`src/rtl/synth_pkg.sv`:
```
// Shared definitions for the I2C arbiter: master status codes, FSM states
// and parameter defaults.
package synth_pkg;

    localparam int N_REQ_DEFAULT   = 4;
    localparam int TIMEOUT_DEFAULT = 4096;

    localparam logic [1:0] I2C_IDLE  = 2'b00;
    localparam logic [1:0] I2C_BUSY  = 2'b01;
    localparam logic [1:0] I2C_DONE  = 2'b10;
    localparam logic [1:0] I2C_ERROR = 2'b11;

    typedef enum logic [1:0] {
        S_IDLE,
        S_LAUNCH,
        S_WAIT,
        S_RESP
    } arb_state_e;

    // Index width that stays legal for a single requester.
    function automatic int ptr_width(input int n);
        return (n > 1) ? $clog2(n) : 1;
    endfunction

endpackage

```
`src/rtl/rr_arbiter.sv`:
```
// Combinational round-robin pick: first set request at or after ptr,
// returned both one-hot and as a binary index.
module rr_arbiter
    import synth_pkg::*;
#(
    parameter int N_REQ = N_REQ_DEFAULT,
    parameter int PTR_W = ptr_width(N_REQ)
) (
    input  logic [N_REQ-1:0] req,
    input  logic [PTR_W-1:0] ptr,
    output logic [N_REQ-1:0] gnt,
    output logic [PTR_W-1:0] gnt_idx
);
    logic             found;
    logic [PTR_W-1:0] pos;

    always_comb begin
        gnt     = '0;
        gnt_idx = '0;
        found   = 1'b0;
        pos     = '0;
        for (int k = 0; k < N_REQ; k++) begin
            pos = PTR_W'((int'(ptr) + k) % N_REQ);
            if (!found && req[pos]) begin
                found    = 1'b1;
                gnt[pos] = 1'b1;
                gnt_idx  = pos;
            end
        end
    end

endmodule

```
`src/rtl/i2c_arbiter.sv`:
```
// Shares one I2C master between N_REQ requesters, one transaction at a time.
// The winner's fields are latched at grant so the master sees stable inputs.
module i2c_arbiter
    import synth_pkg::*;
#(
    parameter int N_REQ   = N_REQ_DEFAULT,
    parameter int TIMEOUT = TIMEOUT_DEFAULT
) (
    input  logic               clk,
    input  logic               reset,
    input  logic [N_REQ-1:0]   req,
    input  logic [7*N_REQ-1:0] req_dev_addr,
    input  logic [N_REQ-1:0]   req_rw,
    input  logic [8*N_REQ-1:0] req_reg_addr,
    input  logic [8*N_REQ-1:0] req_wdata,
    output logic [N_REQ-1:0]   gnt,
    output logic [N_REQ-1:0]   done,
    output logic               err,
    output logic [7:0]         rdata,
    output logic [8:0]         i2c_dev_addr,
    output logic [7:0]         i2c_reg_addr,
    output logic [7:0]         i2c_wdata,
    input  logic [7:0]         i2c_rdata,
    input  logic               i2c_we,
    input  logic [1:0]         i2c_status
);
    localparam int PTR_W = ptr_width(N_REQ);
    localparam int CNT_W = $clog2(TIMEOUT);

    logic [6:0] dev_arr [N_REQ];
    logic [7:0] reg_arr [N_REQ];
    logic [7:0] wd_arr  [N_REQ];

    for (genvar gi = 0; gi < N_REQ; gi++) begin : g_unpack
        assign dev_arr[gi] = req_dev_addr[gi*7 +: 7];
        assign reg_arr[gi] = req_reg_addr[gi*8 +: 8];
        assign wd_arr[gi]  = req_wdata[gi*8 +: 8];
    end

    logic [N_REQ-1:0] pick_gnt;
    logic [PTR_W-1:0] pick_idx;

    arb_state_e       state_q, state_d;
    logic [N_REQ-1:0] gnt_q, gnt_d;
    logic [N_REQ-1:0] done_q, done_d;
    logic             go_q, go_d;
    logic             err_q, err_d;
    logic [7:0]       rdata_q, rdata_d;
    logic [PTR_W-1:0] ptr_q, ptr_d;
    logic [PTR_W-1:0] idx_q, idx_d;
    logic [CNT_W-1:0] cnt_q, cnt_d;
    logic [6:0]       dev_q, dev_d;
    logic             rw_q, rw_d;
    logic [7:0]       reg_q, reg_d;
    logic [7:0]       wd_q, wd_d;

    rr_arbiter #(
        .N_REQ (N_REQ),
        .PTR_W (PTR_W)
    ) u_rr (
        .req     (req),
        .ptr     (ptr_q),
        .gnt     (pick_gnt),
        .gnt_idx (pick_idx)
    );

    always_comb begin
        state_d = state_q;
        gnt_d   = gnt_q;
        done_d  = '0;
        go_d    = go_q;
        err_d   = err_q;
        rdata_d = rdata_q;
        ptr_d   = ptr_q;
        idx_d   = idx_q;
        cnt_d   = cnt_q;
        dev_d   = dev_q;
        rw_d    = rw_q;
        reg_d   = reg_q;
        wd_d    = wd_q;

        case (state_q)
            S_IDLE: begin
                if (|req) begin
                    state_d = S_LAUNCH;
                    gnt_d   = pick_gnt;
                    idx_d   = pick_idx;
                    go_d    = 1'b1;
                    err_d   = 1'b0;
                    cnt_d   = '0;
                    dev_d   = dev_arr[pick_idx];
                    rw_d    = req_rw[pick_idx];
                    reg_d   = reg_arr[pick_idx];
                    wd_d    = wd_arr[pick_idx];
                end
            end
            S_LAUNCH, S_WAIT: begin
                cnt_d = cnt_q + 1'b1;
                if (i2c_we) begin
                    rdata_d = i2c_rdata;
                end
                // A real completion status wins over a simultaneous timeout.
                if (state_q == S_WAIT &&
                    (i2c_status == I2C_DONE || i2c_status == I2C_ERROR)) begin
                    state_d = S_RESP;
                    done_d  = gnt_q;
                    err_d   = (i2c_status == I2C_ERROR);
                    go_d    = 1'b0;
                end else if (cnt_q == CNT_W'(TIMEOUT - 1)) begin
                    state_d = S_RESP;
                    done_d  = gnt_q;
                    err_d   = 1'b1;
                    go_d    = 1'b0;
                end else if (state_q == S_LAUNCH && i2c_status == I2C_BUSY) begin
                    state_d = S_WAIT;
                    go_d    = 1'b0;
                end
            end
            S_RESP: begin
                state_d = S_IDLE;
                gnt_d   = '0;
                err_d   = 1'b0;
                cnt_d   = '0;
                ptr_d   = (idx_q == PTR_W'(N_REQ - 1)) ? '0 : idx_q + 1'b1;
            end
            default: state_d = S_IDLE;
        endcase
    end

    always_ff @(posedge clk) begin
        if (!reset) begin
            state_q <= S_IDLE;
            gnt_q   <= '0;
            done_q  <= '0;
            go_q    <= 1'b0;
            err_q   <= 1'b0;
            rdata_q <= '0;
            ptr_q   <= '0;
            idx_q   <= '0;
            cnt_q   <= '0;
            dev_q   <= '0;
            rw_q    <= 1'b0;
            reg_q   <= '0;
            wd_q    <= '0;
        end else begin
            state_q <= state_d;
            gnt_q   <= gnt_d;
            done_q  <= done_d;
            go_q    <= go_d;
            err_q   <= err_d;
            rdata_q <= rdata_d;
            ptr_q   <= ptr_d;
            idx_q   <= idx_d;
            cnt_q   <= cnt_d;
            dev_q   <= dev_d;
            rw_q    <= rw_d;
            reg_q   <= reg_d;
            wd_q    <= wd_d;
        end
    end

    assign gnt          = gnt_q;
    assign done         = done_q;
    assign err          = err_q;
    assign rdata        = rdata_q;
    assign i2c_dev_addr = {go_q, dev_q, rw_q};
    assign i2c_reg_addr = reg_q;
    assign i2c_wdata    = wd_q;

endmodule

```
`config.mk`:
```
export PLATFORM = sky130hd
export DESIGN_NAME = i2c_arbiter
export DESIGN_NICKNAME = d
export VERILOG_FILES = /design/src/rtl/synth_pkg.sv /design/src/rtl/rr_arbiter.sv /design/src/rtl/i2c_arbiter.sv
export SDC_FILE = /design/constraint.sdc
export NUM_CORES = 1
export LEC_CHECK = 0
export CAP_MARGIN = 40
export CORE_MARGIN = 2
export CORE_UTILIZATION = 41
export DETAILED_ROUTE_END_ITERATION = 7
export HOLD_SLACK_MARGIN = 0.15
export PLACE_DENSITY_LB_ADDON = 0.25
export SYNTH_ARGS = -nofsm -noshare
export SYNTH_HDL_FRONTEND = slang
export SYNTH_SLANG_ARGS = --single-unit
```
`constraint.sdc`:
```
create_clock -name clk -period 2.94 [get_ports clk]
set_clock_uncertainty 0.2 [all_clocks]
set_input_delay 0.735 -clock clk [delete_from_list [all_inputs] [get_ports clk]]
set_output_delay 0.735 -clock clk [all_outputs]
set_load 0.05 [all_outputs]
```
# [After elaboration in Yosys (flattened, before gate mapping)]
# Cells that the tools add are included.
[classes] muxes=59 n_eq_ne=11 n_addsub=5 n_reduce_logical=25 bitwise_logic=4 n_mul=0 n_lt_le_gt_ge=10 div_mod_pow=0 n_shift=0
[op_table] op="12-bit case mux with 3 select lines" n=1
[op_table] op="8-bit binary-select mux with 2-bit select" n=2
[op_table] op="8-bit 2-to-1 mux" n=4
[op_table] op="4-bit 2-to-1 mux" n=7
[op_table] op="1-bit 2-to-1 mux" n=19
[op_table] op="2-bit 2-to-1 mux" n=9
[op_table] op="2-bit by 3-bit < comparator with 1-bit output, second input constant" n=5
[op_table] op="7-bit binary-select mux with 2-bit select" n=1
[op_table] op="7-bit 2-to-1 mux" n=2
[op_table] op="12-bit by 1-bit adder with 12-bit output, second input constant" n=1
[op_table] op="12-bit equality test, second input constant" n=1
[op_table] op="12-bit 2-to-1 mux" n=1
[op_table] op="4-bit bitwise OR" n=3
[op_table] op="2-bit AND reduction" n=6
[op_table] op="1-bit binary-select mux with 2-bit select" n=5
[op_table] op="2-bit equality test, second input constant" n=5
[op_table] op="1-bit logical AND" n=9
[op_table] op="1-bit demux with 2-bit select" n=4
[op_table] op="2-bit by 1-bit >= comparator with 1-bit output, second input constant" n=4
[op_table] op="4-bit case mux with 2 select lines" n=1
[op_table] op="2-bit case mux with 3 select lines" n=1
[op_table] op="2-bit by 1-bit adder with 2-bit output, second input constant" n=2
[op_table] op="2-bit adder, second input constant" n=2
[op_table] op="2-bit by 1-bit equality test with 1-bit output, second input constant" n=2
[op_table] op="14 further kinds" n=17
[word_totals] romBits=0 ff_bits=60 ram_bits=0 latch_bits=0 memories=0

# [Longest topological paths before layout]
[depth] ltp_word=16 mapped_depth=11

# [Modules after synthesis]
# From an unflattened synthesis, not the netlist that was laid out.
[unflattened] hier_cells=365 hier_area_um2=3510.9
[modules_own_cells] module="i2c_arbiter" cells_each=317 area_per_inst_um2=3071.7 seq_area_each_um2=1201.2 instances=1
[modules_own_cells] module="rr_arbiter" cells_each=48 area_per_inst_um2=439.2 seq_area_each_um2=0.0 instances=1

# [Worst setup path after synthesis]
# Ideal clock, no wire load.
[synth_timing] path_kind="register -> register" from="register ptr_q[0]" to="register dev_q[0]" path_stages_with_launch=12 t_arrival_ns=2.857 synth_period_minus_slack_ns=3.178 t_required_ns=2.618 path_slack_ns=-0.238 path_cell_list="dfxtp_1 > buf_6 > inv_1 > ha_1 > buf_2 > or3b_1 > a2111oi_2 > nor2_1 > a21oi_2 > nor3_2 > buf_2 > a221o_1"
[synth_via] elab_chain_cells=16
[synth_lines] item="start: declaration" line_no="i2c_arbiter.sv:49" source="logic [PTR_W-1:0] ptr_q, ptr_d;"
[synth_lines] item="start signal: assignment" line_no="i2c_arbiter.sv:152" source="ptr_q <= ptr_d;"
[synth_lines] item="parallel branches: the longest is 11 deep, another holds 2-bit by 1-bit adder with 2-bit output"
[synth_lines] item="2-bit 2-to-1 mux (*)" line_no="rr_arbiter.sv:24" source="if (!found && req[pos]) begin"
[synth_lines] item="2-bit NOT with 3-bit output (implied by the code) (*)" line_no="i2c_arbiter.sv:91" source="dev_d = dev_arr[pick_idx];"
[synth_lines] item="7-bit binary-select mux with 2-bit select (*)" line_no="i2c_arbiter.sv:91"
[synth_lines] item="7-bit 2-to-1 mux (implied by the code) (*) (2 in a row)" line_no="i2c_arbiter.sv:91"
[synth_lines] item="end signal: assignment" line_no="i2c_arbiter.sv:155" source="dev_q <= dev_d;"
[synth_lines] item="end: declaration" line_no="i2c_arbiter.sv:52" source="logic [6:0] dev_q, dev_d;"
# Mark *: on every way between the ends. The select of a mux whose other input is x is not followed.
# A chain may end at the register's enable or synchronous reset.

# [Worst setup path after layout]
[layout_timing] from="input req[1]" to="register wd_q[2], in the netlist i2c_wdata[2]"
[layout_via] elab_chain_cells=16
[layout_lines] item="start: declaration" line_no="i2c_arbiter.sv:11" source="input logic [N_REQ-1:0] req,"
[layout_lines] item="1-bit binary-select mux with 2-bit select" line_no="rr_arbiter.sv:24"
[layout_lines] item="1-bit 2-to-1 mux (implied by the code)" line_no="rr_arbiter.sv:24"
[layout_lines] item="1-bit 2-to-1 mux" line_no="rr_arbiter.sv:24"
[layout_lines] item="1-bit zero test" line_no="rr_arbiter.sv:24"
[layout_lines] item="1-bit logical AND" line_no="rr_arbiter.sv:24"
[layout_lines] item="1-bit 2-to-1 mux" line_no="rr_arbiter.sv:24"
[layout_lines] item="1-bit zero test" line_no="rr_arbiter.sv:24"
[layout_lines] item="1-bit logical AND" line_no="rr_arbiter.sv:24"
[layout_lines] item="1-bit 2-to-1 mux" line_no="rr_arbiter.sv:24"
[layout_lines] item="1-bit zero test" line_no="rr_arbiter.sv:24"
[layout_lines] item="1-bit logical AND" line_no="rr_arbiter.sv:24"
[layout_lines] item="2-bit 2-to-1 mux" line_no="rr_arbiter.sv:24"
[layout_lines] item="2-bit NOT with 3-bit output (implied by the code)" line_no="i2c_arbiter.sv:94" source="wd_d = wd_arr[pick_idx];"
[layout_lines] item="8-bit binary-select mux with 2-bit select" line_no="i2c_arbiter.sv:94"
[layout_lines] item="8-bit 2-to-1 mux (implied by the code) (2 in a row)" line_no="i2c_arbiter.sv:94"
[layout_lines] item="end signal: assignment" line_no="i2c_arbiter.sv:158" source="wd_q <= wd_d;"
[layout_lines] item="end: declaration" line_no="i2c_arbiter.sv:55" source="logic [7:0] wd_q, wd_d;"
# Parallel ways exist; a longest one is shown, timed or not. The select of a mux whose other input is x is not followed.

==> load_flow_metrics.sql <==
INSERT INTO impl_metrics (metric_group, metric, value, unit) VALUES
('clock_tree', 'cts_tree', 'built', ''),
('logic_synthesis', 'synthesis.area', '4180', 'um^2'),
('floorplanning', 'placeableCoreArea', '9820', 'um^2'),
('grt', 'antenna_found_initial', '0', ''),
('layout', 'area_growth_syn_to_layout', '54.4', '%'),
('layout', 'diodes', '0', ''),
('routing', 'post-route-drc-count', '0', ''),
('power', 'vdd_ir_drop_max', '0.331', 'mV'),
('logic_synthesis', 'synth_async_sr_flop_share', '0', '%'),
('clock_tree', 'sink_count_of_the_clock_tree', '60', ''),
('placed_design', 'final_estimated_routing_congestion_in_global_placement', '0.935', ''),
('sta', 'setup-tns-final', '0', 'ps'),
('clock_tree', 'clkSlewWorstSetupHoldPaths', '80', 'ps'),
('power', 'pwr_density_cell', '720', 'nW/um^2'),
('placed_design', 'hpwlAfterDp', '9890', 'um'),
('sta', 'worstMarginPinSlew', '745', 'ps'),
('placed_design', 'buffer_ports.inserted', '154', ''),
('power', 'internal_power', '0.00267', 'W'),
('sta', 'finalHoldViolCount', '0', ''),
('job', 'max-cap-violations', '0', ''),
('logic_synthesis', 'syn-mean-instance-area', '8.69', 'um^2'),
('sta', 'final_critical_delay_including_setup_and_external_delays', '2920', 'ps'),
('run_status', 'outcome', 'complete, no violations', ''),
('critical_path', 'critPathRequiredTime', '2980', 'ps'),
('critical_path', 'cp.arrival', '2960', 'ps'),
('grt', 'grt_first_pass_wirelength', '20900', 'um'),
('sta', 'setup_viol_count_final', '0', ''),
('logic_synthesis', 'syn_nets', '608', ''),
('routing', 'ant_nets', '0', ''),
('power', 'power.switching_fraction', '42.5', '%'),
('grt', 'grt_max_degree', '57', ''),
('routing', 'vias', '4439', ''),
('logic_synthesis', 'synthDistinctLibCells', '61', ''),
('layout', 'num-nets-final', '786', ''),
('sta', 'fmax', '343', 'MHz'),
('floorplanning', 'die_height', '105', 'um'),
('routing', 'via_density', '5.57', ''),
('critical_path', 'endpoint_kind', 'flop', ''),
('placed_design', 'dpl_cell_area', '6130', 'um^2'),
('clock_tree', 'htreeDepth', '3', ''),
('critical_path', 'timing.critical_path.fanout_max', '17', ''),
('grt', 'number_of_global_route_vias_before_repair', '4383', ''),
('clock_tree', 'clock_path_buffers', '2', ''),
('logic_synthesis', 'synth_flop_cell', 'sky130_fd_sc_hd__dfxtp_1', ''),
('floorplanning', 'die_area', '11000', 'um^2'),
('power', 'share_clk_of_total_power', '20.2', '%'),
('grt', 'grt_overflow', '0', ''),
('floorplanning', 'effective_utilization_at_floorplan', '42.5', '%'),
('power', 'power.share.sequential', '25.0', '%'),
('logic_synthesis', 'synth.ff_latch_count', '60', ''),
('power', 'total_switching_power', '0.00197', 'W'),
('grt', 'grt_usage', '23.3', '%'),
('critical_path', 'crit_path_start_kind', 'input pin', ''),
('clock_tree', 'cts-buffers-inserted', '9', ''),
('logic_synthesis', 'number_of_instances_in_the_synthesized_netlist', '481', ''),
('floorplanning', 'die-width', '105', 'um'),
('critical_path', 'criticalPathCategory', 'in -> reg', ''),
('routing', 'routed_wire_per_std_cell', '16.5', 'um'),
('power', 'comb_power_share', '54.8', '%'),
('sta', 'final_report_max_slew_violation_count', '0', ''),
('sta', 'post_route_fraction_of_the_period_consumed_by_the_critical_path', '99.3', '%'),
('power', 'design_power_total', '0.00465', 'W'),
('clock_tree', 'cts.hold.buffers_added', '0', ''),
('floorplanning', 'io_pins', '155', ''),
('clock_tree', 'clock_insertion_delay_worst_skew', '350', 'ps'),
('layout', 'layout.cells.most_common_list', '150 x sky130_fd_sc_hd__clkdlybuf4s50_1, 77 x sky130_fd_sc_hd__nand2_1, 58 x sky130_fd_sc_hd__dfxtp_1', ''),
('logic_synthesis', 'synth_warnings', '0', ''),
('routing', 'drt_pre_antenna_iters', '5', ''),
('clock_tree', 'cts.root.buffer_cell', 'sky130_fd_sc_hd__clkbuf_8', ''),
('layout', 'final_area', '6450', 'um^2'),
('layout', 'final_layout_size_suffix_gt1_share', '15.7', '%'),
('sta', 'rsz0062_at_grt', 'yes', ''),
('logic_synthesis', 'seq_area_frac_synth', '28.8', '%'),
('layout', 'fillers', '837', ''),
('min_path', 'hp-class', 'reg -> reg', ''),
('routing', 'drt-total-wl', '13200', 'um'),
('floorplanning', 'core.rowCount', '36', ''),
('power', 'p_leak', '2.39', 'nW'),
('routing', 'drt_first_iter_violations', '217', ''),
('layout', 'layout_commonest_cell', 'sky130_fd_sc_hd__clkdlybuf4s50_1', ''),
('sta', 'worst_slew_margin_rel', '49.7', '%'),
('logic_synthesis', 'synth_edf_count', '0', '');
## kinds of logic after synthesis
group	Yosys count	share of synthesized area, %
buffers and inverters	50	6.80
DFF	60	28.8
adders and majority gates	14	4.19
xor gates and xnor gates	10	2.10
and+or+nand+nor	181	21.4
AOI/OAI and AO/OA	131	27.4
muxes	35	9.34
## layer usage
metal | global-route usage (%) | part of all wire (%) | vias up
li1 | - | - | 2148
met1 | 27.3 | 41 | 2080
met2 | 41.4 | 50 | 173
met3 | 4.62 | 6.1 | 38
met4 | 9.43 | 2.8 | 0
met5 | 0 | 0 | -
## flip-flops by register name (all words and copies together) (netlist names)
signal and count:
cnt_q 12, dev_q 7, done 4, err 1, gnt 4, go_q 1, i2c_reg_addr 8, i2c_wdata 8
idx_q 2, ptr_q 2, rdata 8, rw_q 1, state_q 2
## synth_stat cells (7+ instances only)
cell type,count,area share (%)
sky130_fd_sc_hd__nand2_1,77,6.9
sky130_fd_sc_hd__nand3_1,17,2.0
sky130_fd_sc_hd__or2_2,7,1.0
sky130_fd_sc_hd__a221o_1,46,11
sky130_fd_sc_hd__inv_1,7,0.63
sky130_fd_sc_hd__a22o_1,29,6.1
sky130_fd_sc_hd__ha_1,14,4.2
sky130_fd_sc_hd__or2_1,17,2.5
sky130_fd_sc_hd__buf_2,9,1.1
sky130_fd_sc_hd__clkbuf_1,22,2.0
sky130_fd_sc_hd__a21boi_0,14,2.5
sky130_fd_sc_hd__nor2_1,20,1.8
sky130_fd_sc_hd__mux2i_1,30,7.2
sky130_fd_sc_hd__o21ai_0,11,1.3
sky130_fd_sc_hd__dfxtp_1,60,29
sky130_fd_sc_hd__and2_1,7,1.0
## area by class of cell
| cell class | count | area [um^2] | share of cell area, % |
|---|---|---|---|
| clock inverter | 7 | 124 | 1.92 |
| sequential | 60 | 1210 | 18.7 |
| clock buffer | 9 | 124 | 1.92 |
| inverter | 7 | 30.0 | 0.465 |
| multi-input combinational | 371 | 2760 | 42.7 |
| tap | 133 | 166 | 2.58 |
| timing repair buffer | 210 | 2040 | 31.7 |
## power by group through the flow
| stage | clock network (W) | registers [W] | logic [W] |
|---|---|---|---|
| final | 0.000939 | 0.00116 | 0.00254 |
| after global routing | 0.000973 | 0.00118 | 0.00272 |
| after CTS | 0.000941 | 0.00116 | 0.00251 |
| after detailed placement | 0 | 0.00117 | 0.00250 |
| after global placement | 0 | 0.00117 | 0.00243 |
| after floorplan | 0 | 0.00169 | 0.00108 |
## timing repair
| action | CTS | global route |
|---|---|---|
| resized for setup | 5 | 14 |
| setup endpoints to repair | 24 | 23 |
| setup buffers | 1 | 5 |
| endpoints found under the hold margin | 0 | 0 |
| pin swaps | 0 | 4 |
## metrics by stage
step | hold WS (ps) | util (%) | instances | setup WS (ps)
floorplan | 258 | - | 481 | -15.9
global route | 293 | 65.7 | 797 | -51.8
detailed placement | 256 | 62.4 | 775 | -621
finish | 262 | 65.7 | 797 | 20.7
global placement | 249 | 62.1 | 773 | -724
CTS | 268 | 65.0 | 792 | 3.95
## final timing paths
path / start / endpoint / slack [ps] / cells past startpoint
max: req[1] / i2c_wdata[2] / 20 / 9
max reg2reg: ptr_q[0] / i2c_wdata[2] / 70 / 11
min: rdata[0] / rdata[0] / 260 / 2
min reg2reg: rdata[0] / rdata[0] / 260 / 2
## worst max-delay path: stages
cell and delay (ps):
sky130_fd_sc_hd__dlygate4sd2_1 270, sky130_fd_sc_hd__mux4_2 530, sky130_fd_sc_hd__o21ba_4 250, sky130_fd_sc_hd__o31ai_2 290, sky130_fd_sc_hd__buf_4 190, sky130_fd_sc_hd__nor3_4 40, sky130_fd_sc_hd__buf_4 160, sky130_fd_sc_hd__buf_8 160
sky130_fd_sc_hd__a221o_1 340
Power figures use the tool's default switching activity.
==> patch (same flow settings) <==
Change the package constant `TIMEOUT_DEFAULT` from 4096 to 1024.
--- a/src/rtl/synth_pkg.sv
+++ b/src/rtl/synth_pkg.sv
@@ -4,5 +4,5 @@
 
     localparam int N_REQ_DEFAULT   = 4;
-    localparam int TIMEOUT_DEFAULT = 4096;
+    localparam int TIMEOUT_DEFAULT = 1024;
 
     localparam logic [1:0] I2C_IDLE  = 2'b00;
Check against the original RTL: same outputs for any inputs over 10 cycles, from zero or initial values and one cycle with reset low; that may be too few to reach the edited logic, so the function may still have changed.
==> patch against the unedited design <==
- global-route usage increased by 3.0 points
- design area increased by 7.7%
- sequential cell count decreased by 2
- synthesized area increased by 12%
- sequential share of layout area decreased by 2.0 points
- synthesized cell count increased by 41%
- routed wire length increased by 26%
- via count increased by 29%
- combinational power increased by 15%
- hold slack got worse by 0.0094 ns
- total power increased by 12%
- worst setup slack improved by 0.065 ns
- critical path depth decreased by 3
==> patch: results (changes against the unedited design) <==
metric,value,unit,change
Worst-path clk slew,0.05,ns,-0.03 ns
post-route setup slack,0.0861,ns,+0.0654 ns
Leakage Power,2.64,nW,+10%
Seq. pwr,0.00120,W,+3%
Hold Startpoint,rdata[1],,
Post-Synth XOR/XNOR Area,0.0112,,-0.00975
Worst R2R Setup Slack,0.24,ns,+0.17 ns
mux cell area share after synthesis,0.0761,,-0.0173
largest net degree at the start of global routing,85,,+49%
share of cells above drive strength 1,0.102,,-0.0547
vias,5734,,+29%
clock network power share,0.205,,+0.003
Clock group,0.00106,W,+13%
WP data arrival,2.86,ns,-0.10 ns
dpl ws,-0.337,ns,+0.284 ns
met3 routed WL,1120,um,+39%
worst-case reg-to-reg path depth,8,,-3
Peak VDD IR,484,uV,+46%
M3 GR Usage,0.0448,,-0.00133
critical path startpoint,req[2],,
routability cong.,0.906,,-3.1%
placed cell areas,6620,um^2,+8.1%
slew at the pin closest to its max-slew limit,0.876,ns,+0.131 ns
post-synth cell types,48,,-21%
worst hold slack,0.253,ns,-0.00936 ns
"Clk Latency, worst-skew pair",0.32,ns,-0.03 ns
Syn Nets,806,,+33%
Post-CTS Setup Bufs,0,,-1
run status,"finished, final reports clean",,
commonest cells in the netlist,"nor2_1 (76), nor3_1 (72), dfxtp_1 (58), nand3_1 (58), nand2_1 (47)",,
root buffer cell,clkbuf_16,,
capture point of the worst reg-to-reg path,dev_q[5],,
WL/cell,17.0,um,+2.9%
"non-filler cells, final",977,,+23%
first-pass GRT wire length,26800,um,+28%
Total GRT Usage,0.263,,+0.0298
Min-Delay Endpoint,rdata[1],,
met1 wire length,6870,um,+28%
vias in the first global route,5454,,+24%
met1 Resource Use GR,0.337,,+0.0642
switching power total,0.00236,W,+20%
Post-DP HPWL,12200,um,+24%
met2 Use GR,0.444,,+0.0304
post_cts resized,1,,-4
dpl cells,961,,+24%
number of flip-flops in the largest register,10,,-2
[patch: cell types whose count changed after synthesis, sizes merged, moves of 23 or more]
cell | unedited run | this run
nor2 | 20 | 76
nor3 | 6 | 72
a32oi | 0 | 24
nand3 | 17 | 58
o211ai | 1 | 25
or2 | 24 | 1
nand4 | 2 | 28
a221o | 46 | 1
o21ai | 14 | 38
inv | 7 | 32
a21oi | 5 | 45
a22o | 29 | 4
nand2 | 77 | 47
[patch: worst max-delay path: cells and delay by family]
| kind | cells | cell delay [ns] |
|---|---|---|
| buffers and inverters | 1 | 0.46 |
| multiplexers | 1 | 0.52 |
| AND/OR/NAND/NOR | 2 | 0.52 |
| AO/OA/AOI/OAI | 2 | 0.63 |
[patch: area by class of cell]
type                            instances  area (um^2)
Fill cell                            1036         4320
Multi-Input combinational cell        520         3160
Timing Repair Buffer                  208         2020
Sequential cell                        58         1160
Clock buffer                           11          253
Tap cell                              143          179
Inverter                               32          120
Clock inverter                          5         52.6
